**src/rtl/mem_port_arbiter.sv**
```systemverilog
// Shares one pipelined memory port between fetch and load/store; data wins and a starvation counter forces fetch through.
// Latency: zero-cycle grant, read data MEM_LAT cycles after issue; backpressure: a requester holds its request until its grant is seen.
module mem_port_arbiter #(
    parameter int ADDR_W     = 32,
    parameter int DATA_W     = 32,
    parameter int MEM_LAT    = 1,
    parameter int STARVE_MAX = 4
) (
    input  logic              clk,
    input  logic              reset,
    input  logic              if_req,
    input  logic [ADDR_W-1:0] if_addr,
    output logic              if_gnt,
    output logic              if_rvalid,
    output logic [DATA_W-1:0] if_rdata,
    input  logic              d_req,
    input  logic              d_we,
    input  logic [1:0]        d_wsel,
    input  logic [ADDR_W-1:0] d_addr,
    input  logic [DATA_W-1:0] d_wdata,
    output logic              d_gnt,
    output logic              d_rvalid,
    output logic [DATA_W-1:0] d_rdata,
    output logic              m_en,
    output logic              m_we,
    output logic [1:0]        m_wsel,
    output logic [ADDR_W-1:0] m_addr,
    output logic [DATA_W-1:0] m_wdata,
    input  logic [DATA_W-1:0] m_rdata
);
    localparam logic [3:0] STARVE_LIM = 4'(STARVE_MAX);
    localparam logic       OWN_IF     = 1'b0;
    localparam logic       OWN_D      = 1'b1;

    logic [3:0] scnt;
    logic       force_if;
    logic [1:0] tag_q [MEM_LAT];
    logic [1:0] tag_in;
    logic [1:0] tag_tail;

    assign force_if = (scnt == STARVE_LIM);

    // Grants are gated by reset so nothing issues while the tag pipe is being cleared.
    assign d_gnt  = reset & d_req & ~force_if;
    assign if_gnt = reset & if_req & (~d_req | force_if);
    assign m_en   = if_gnt | d_gnt;

    always_comb begin
        m_we    = 1'b0;
        m_wsel  = 2'b00;
        m_addr  = '0;
        m_wdata = '0;
        if (d_gnt) begin
            m_we    = d_we;
            m_wsel  = d_wsel;
            m_addr  = d_addr;
            m_wdata = d_wdata;
        end else if (if_gnt) begin
            m_wsel  = 2'b10;
            m_addr  = if_addr;
        end
    end

    // Tag = {valid_read, owner}; stores and idle cycles push an invalid tag.
    assign tag_in = {if_gnt | (d_gnt & ~d_we), d_gnt ? OWN_D : OWN_IF};

    always_ff @(posedge clk) begin
        if (!reset) begin
            scnt <= 4'd0;
            for (int i = 0; i < MEM_LAT; i++) begin
                tag_q[i] <= 2'b00;
            end
        end else begin
            if (if_gnt || !if_req) begin
                scnt <= 4'd0;
            end else if (d_gnt) begin
                scnt <= scnt + 4'd1;
            end
            tag_q[0] <= tag_in;
            for (int i = 1; i < MEM_LAT; i++) begin
                tag_q[i] <= tag_q[i-1];
            end
        end
    end

    assign tag_tail  = tag_q[MEM_LAT-1];
    assign if_rvalid = reset & tag_tail[1] & (tag_tail[0] == OWN_IF);
    assign d_rvalid  = reset & tag_tail[1] & (tag_tail[0] == OWN_D);
    assign if_rdata  = m_rdata;
    assign d_rdata   = m_rdata;
endmodule

```
**config.mk**
```make
export PLATFORM = sky130hd
export DESIGN_NAME = mem_port_arbiter
export DESIGN_NICKNAME = d
export VERILOG_FILES = /design/src/rtl/mem_port_arbiter.sv
export SDC_FILE = /design/constraint.sdc
export NUM_CORES = 1
export LEC_CHECK = 0
export BUFFER_PORTS_ARGS = -buffer_cell sky130_fd_sc_hd__buf_2
export CAP_MARGIN = 0
export CORE_AREA = 2 2 104 106
export DETAILED_ROUTE_END_ITERATION = 8
export DIE_AREA = 0 0 106 108
export GPL_TIMING_DRIVEN = 0
export PLACE_DENSITY = 0.5
export SKIP_CTS_REPAIR_TIMING = 1
export SYNTH_ARGS = -nofsm -noshare
export SYNTH_HDL_FRONTEND = slang
export SYNTH_SLANG_ARGS = --single-unit
export TNS_END_PERCENT = 10
```
**constraint.sdc**
```tcl
create_clock -name clk -period 2.47 [get_ports clk]
set_input_delay 0.247 -clock clk [delete_from_list [all_inputs] [get_ports clk]]
set_output_delay 0.247 -clock clk [all_outputs]
set_load 0.05 [all_outputs]
```
; ---- Word-level counts from Yosys, hierarchy flattened
; Memories as Yosys holds them, arrays and structs flattened.
; Index checks and enable logic that the tools add are counted.
[classes]
reduce_logical = 4
mux = 11
n_addsub = 1
n_bitwise = 16
n_eq_ne = 1
[ops]
columns = operator, n
row1 = $mux W32, 3
row2 = $and A1 B1 Y1, 8
row3 = $mux W2, 3
row4 = $mux W1, 5
row5 = $not A1 Y1, 5
row6 = $add A4 B1 Y4 const B, 1
row7 = $eq A4 B3 Y1 const B, 1
row8 = $reduce_or A2 Y1, 2
row9 = $or A1 B1 Y1, 3
row10 = $logic_not A1 Y1, 1
row11 = $logic_or A1 B1 Y1, 1
[totals]
inputBits = 135
ff_bits = 4
mem_bits_rw = 2
mem_count = 1
elab_cells = 35
output_inout_bits = 136
[mem_list]
columns = memory, words, width, rd, rd_clocked_by_memory_dff, wr, line_no
row1 = tag_q, 1, 2, 1, 0, 1, 37  ; logic [1:0] tag_q [MEM_LAT];

; ---- Depth between registers and ports, before layout
[depth]
ltp_word = 6
mapped_depth = 8
ltp_nobuf = 5

; ---- Worst setup path before layout
; Ideal clock, no wire load.
[synth_timing]
kind = register to output
start = reg scnt[0]
end = out m_wdata[23]
path_stages_with_launch = 8
slack_ps = 466
required_ps = 2223
arrival_time_ps = 1757
n_path_buf = 2
cell_sequence = dfxtp_1 -> inv_1 -> ha_1 -> nand3b_4 -> and3_1 -> buf_2 -> buf_2 -> and2_1
[synth_via]
elab_chain_len = 4
[synth_lines]
columns = item, line_no
row1 = "start, declared", 35  ; logic [3:0] scnt;
row2 = "start signal, assigned", 77  ; scnt <= scnt + 4'd1;
row3 = $eq A4 B3 Y1, 41  ; assign force_if = (scnt == STARVE_LIM);
row4 = $not A1 Y1, 44  ; assign d_gnt = reset & d_req & ~force_if;
row5 = $and A1 B1 Y1, 44
row6 = via d_gnt, 21  ; output logic d_gnt,
row7 = $mux W32, 53  ; if (d_gnt) begin
row8 = "end, declared", 28  ; output logic [DATA_W-1:0] m_wdata,
; The timed path passes the listed nets, and every way through them passes these cells.

; ---- Final worst setup path
[layout_timing]
start = reg scnt[0]
end = out m_wdata[15]
[layout_via]
elab_chain_len = 4
[layout_lines]
columns = item, line_no
row1 = $eq A4 B3 Y1, 41
row2 = $not A1 Y1, 44
row3 = $and A1 B1 Y1, 44
row4 = $mux W32, 53
; No other way between the ends.

==> summary.md <==
| Metric | Value |
|---|---|
| Multi-input logic area | between 600 and 700 µm² |
| Crit end category | output pin |
| Hold Vio Cnt, Final | 0 |
| Slew headroom | 0.7794 |
| Worst vdd ir | 0.0002257 V |
| Worst r2r path cells | 7 |
| Syn Inst Count | ~170 |
| Min Hold Slack | around 0.3 ns |
| CP required | 2.22 ns |
| Main flop type after synthesis | dfxtp_1 |
| Tcrit/Tclk final | 0.9321 |
| GPL Wtd Cong | approximately 0.8 |
| Hold path depth | 3 |
| Slew Limit Fails | 0 |
| Via count | between 2,000 and 2,500 |
| Initial Util | 0.1321 |
| DIE AREA | about 0.011 mm² |
| Sum Neg Setup Slack | 0 ns |
| Crit path buf inv count | 5 |
| Iteration-0 DRC count of the detailed router | 63 |
| Post-Route Skew | approximately 0.0018 ns |
| Routed Antenna Nets | 0 |
| Syn_area_per_cell | ~7.8 µm² |
| Largest net degree at the start of global routing | 11 |
| Via-per-instance ratio | 3.740 |
| Vias in the first global route | between 1,500 and 2,000 |
| WL/cell | 11.93 µm |
| Post-synth EDFFs | 0 |
| Drt total wl | around 6600 µm |
| FFs w/ async S/R, synth | 0 |
| Register area | ~120 µm² |
| Synthesized flop and latch total | 6 |
| Pwr Total | a little over 1000 µW |
| PortBufs | 238 |
| CTS Sinks | 6 |
| Clk slew on worst S/H paths | ~0.04 ns |
| Layout cell share with drive strength beyond 1 | 0.7705 |
| CTS max path bufs | 2 |
| Synth unique cells | 20 |
| Filler cells | about 1,100 |
| Reg-to-Reg End | tag_q[0][1] |
| Outcome | complete, no violations |
| Placed cell area | roughly 0.0027 mm² |
| Die H | 108 µm |
| Critical path peak fanout | 10 |
| RSZ-0062 raised after global routing | no |
| Global-route wire length before repair | around 9100 µm |
| CP max-delay cell | dfxtp_1 |
| CTS buffer count | 3 |
| CP startpoint kind | flop |
| Gr ovfl total | 0 |
| Register area share after synthesis | 0.08889 |
| # rows | 37 |
| Hold_sp | d_we |
| Max-cap violations | 0 |
| # IOs | around 270 |
| Final setup viols | 0 |
| Final net count | between 500 and 600 |
| Layout area overhead | 104.4% |
| Post-route cell area | around 0.0028 mm² |
| Util after Layout | 0.2699 |
| R2r startpoint | scnt[0] |
| Detail Placement HPWL | between 5000 and 6000 µm |
| Cell Chain, Critical Path | inv_1 > ha_1 > nand3b_4 > and3_1 > buf_2 > buf_6 > buf_6 > and2_1 > buf_2 |
| Hold Path End | tag_q[0][1] |
| Die Wd | ~110 µm |
| Clk_lat worst skew | roughly 0.23 ns |
| DRC Markers | 0 |
| GRT Util Overall | 0.09848 |
| Syn. warnings | 0 |
| R2r setup slk | around 0.94 ns |
| Crit path kind | reg -> out |
| CP peak stage delay | approximately 0.37 ns |
| Initial antenna violation count | 0 |
| CP delay by family, top | buffers and inverters |
| TritonCTS clock tree | done |
| Antenna diode count | 0 |
| Drt first pass iters | 2 |
| Cell Area, Synth | approximately 0.0014 mm² |
| Root buf cell | clkbuf_8 |
| Fmax | between 400 and 500 MHz |
| Minimum clock period | ~2.3 ns |
| Critical Path AT | between 2 and 2.5 ns |
| Core Area | slightly above 0.01 mm² |
| LEAKAGE | approximately 0.0017 µW |
| Hold Crit Class | in -> reg |
| Power Dens Cells | around 370 mW/mm² |
| H-tree depth | 1 |
| Worst-Margin Slew | between 0.3 and 0.4 ns |
| Syn_nets | between 300 and 400 |
## cell usage in the layout, fill, tap and decap left out
cell,n
nand3b_4,1
buf_2,243
a21oi_4,1
a31o_2,1
nor2_1,1
buf_6,3
clkbuf_8,3
o21a_1,1
inv_1,4
buf_4,67
nor3_1,4
xnor2_1,1
a22o_1,32
xor2_1,1
and2_1,35
ha_1,2
nand4_1,1
a21o_1,1
dfxtp_1,6
and3_1,3
nand2_1,3
## cells by family after synthesis
kind of cell,Yosys count,share of synthesized area
XOR/XNOR,2,0.01297
AND/OR/NAND/NOR,48,0.2213
flip-flops,6,0.08889
adder cells (fa/ha/maj),2,0.01852
AO/OA/AOI/OAI,36,0.2315
buffers and inverters,79,0.4268
## synth_stat cells, types with 2 or more instances
master	count	area, µm²
and2_1	35	219.0
buf_4	67	503.0
inv_1	4	15.01
ha_1	2	25.02
buf_6	3	33.78
nand2_1	3	11.26
a22o_1	32	280.3
and3_1	3	18.77
nor3_1	4	20.02
dfxtp_1	6	120.1
buf_2	5	25.02
## registers in the layout (all words and copies together) (netlist names)
| signal | flops |
|---|---|
| tag_q | 2 |
| scnt | 4 |
## layer usage
metal  GRT usage  vias to the layer above  routed length, µm
li1            -                     1006                  -
met1     0.09953                      907               2269
met2      0.2028                      140               3576
met3     0.01869                        4                661
met4     0.02820                        0                 57
met5           0                        -                  0
## cell type report
class                   count  area share
repair buffers            238      0.4314
multi-input cells          88      0.2397
plain buffers              75      0.2034
well taps                 136     0.06162
flip-flops and latches      6     0.04350
clock buffers               3     0.01495
inverters                   4    0.005437
## through the flow
step / setup WS (ns) / cells
finish: 0.1677 / 550
global placement: 0.3531 / 547
detailed placement: 0.3133 / 547
global route: 0.06884 / 550
floorplan: 0.4661 / 173
CTS: 0.06368 / 550
## tightest hold or removal path, delay by kind of cell
kind | cells | cell delay, ns
AO/OA/AOI/OAI | 1 | 0.09
buffers and inverters | 2 | 0.15
## how the worst max path moves through the flow
stage             from     endpoint  cells past startpoint
6_report       scnt[0]  m_wdata[15]                      9
5_1_grt        scnt[0]  m_wdata[18]                      9
4_1_cts        scnt[0]   m_addr[12]                      7
3_5_place_dp   scnt[0]   m_addr[12]                      7
3_3_place_gp   scnt[0]    m_addr[4]                      7
2_1_floorplan  scnt[0]  m_wdata[23]                      7
## where the power goes
group          internal [µW]  switching [µW]
Sequential               100            1.73
Clock                    105            44.9
Combinational            243             523
Total                    448             570
No activity file was read; power rests on OpenSTA's default activity.
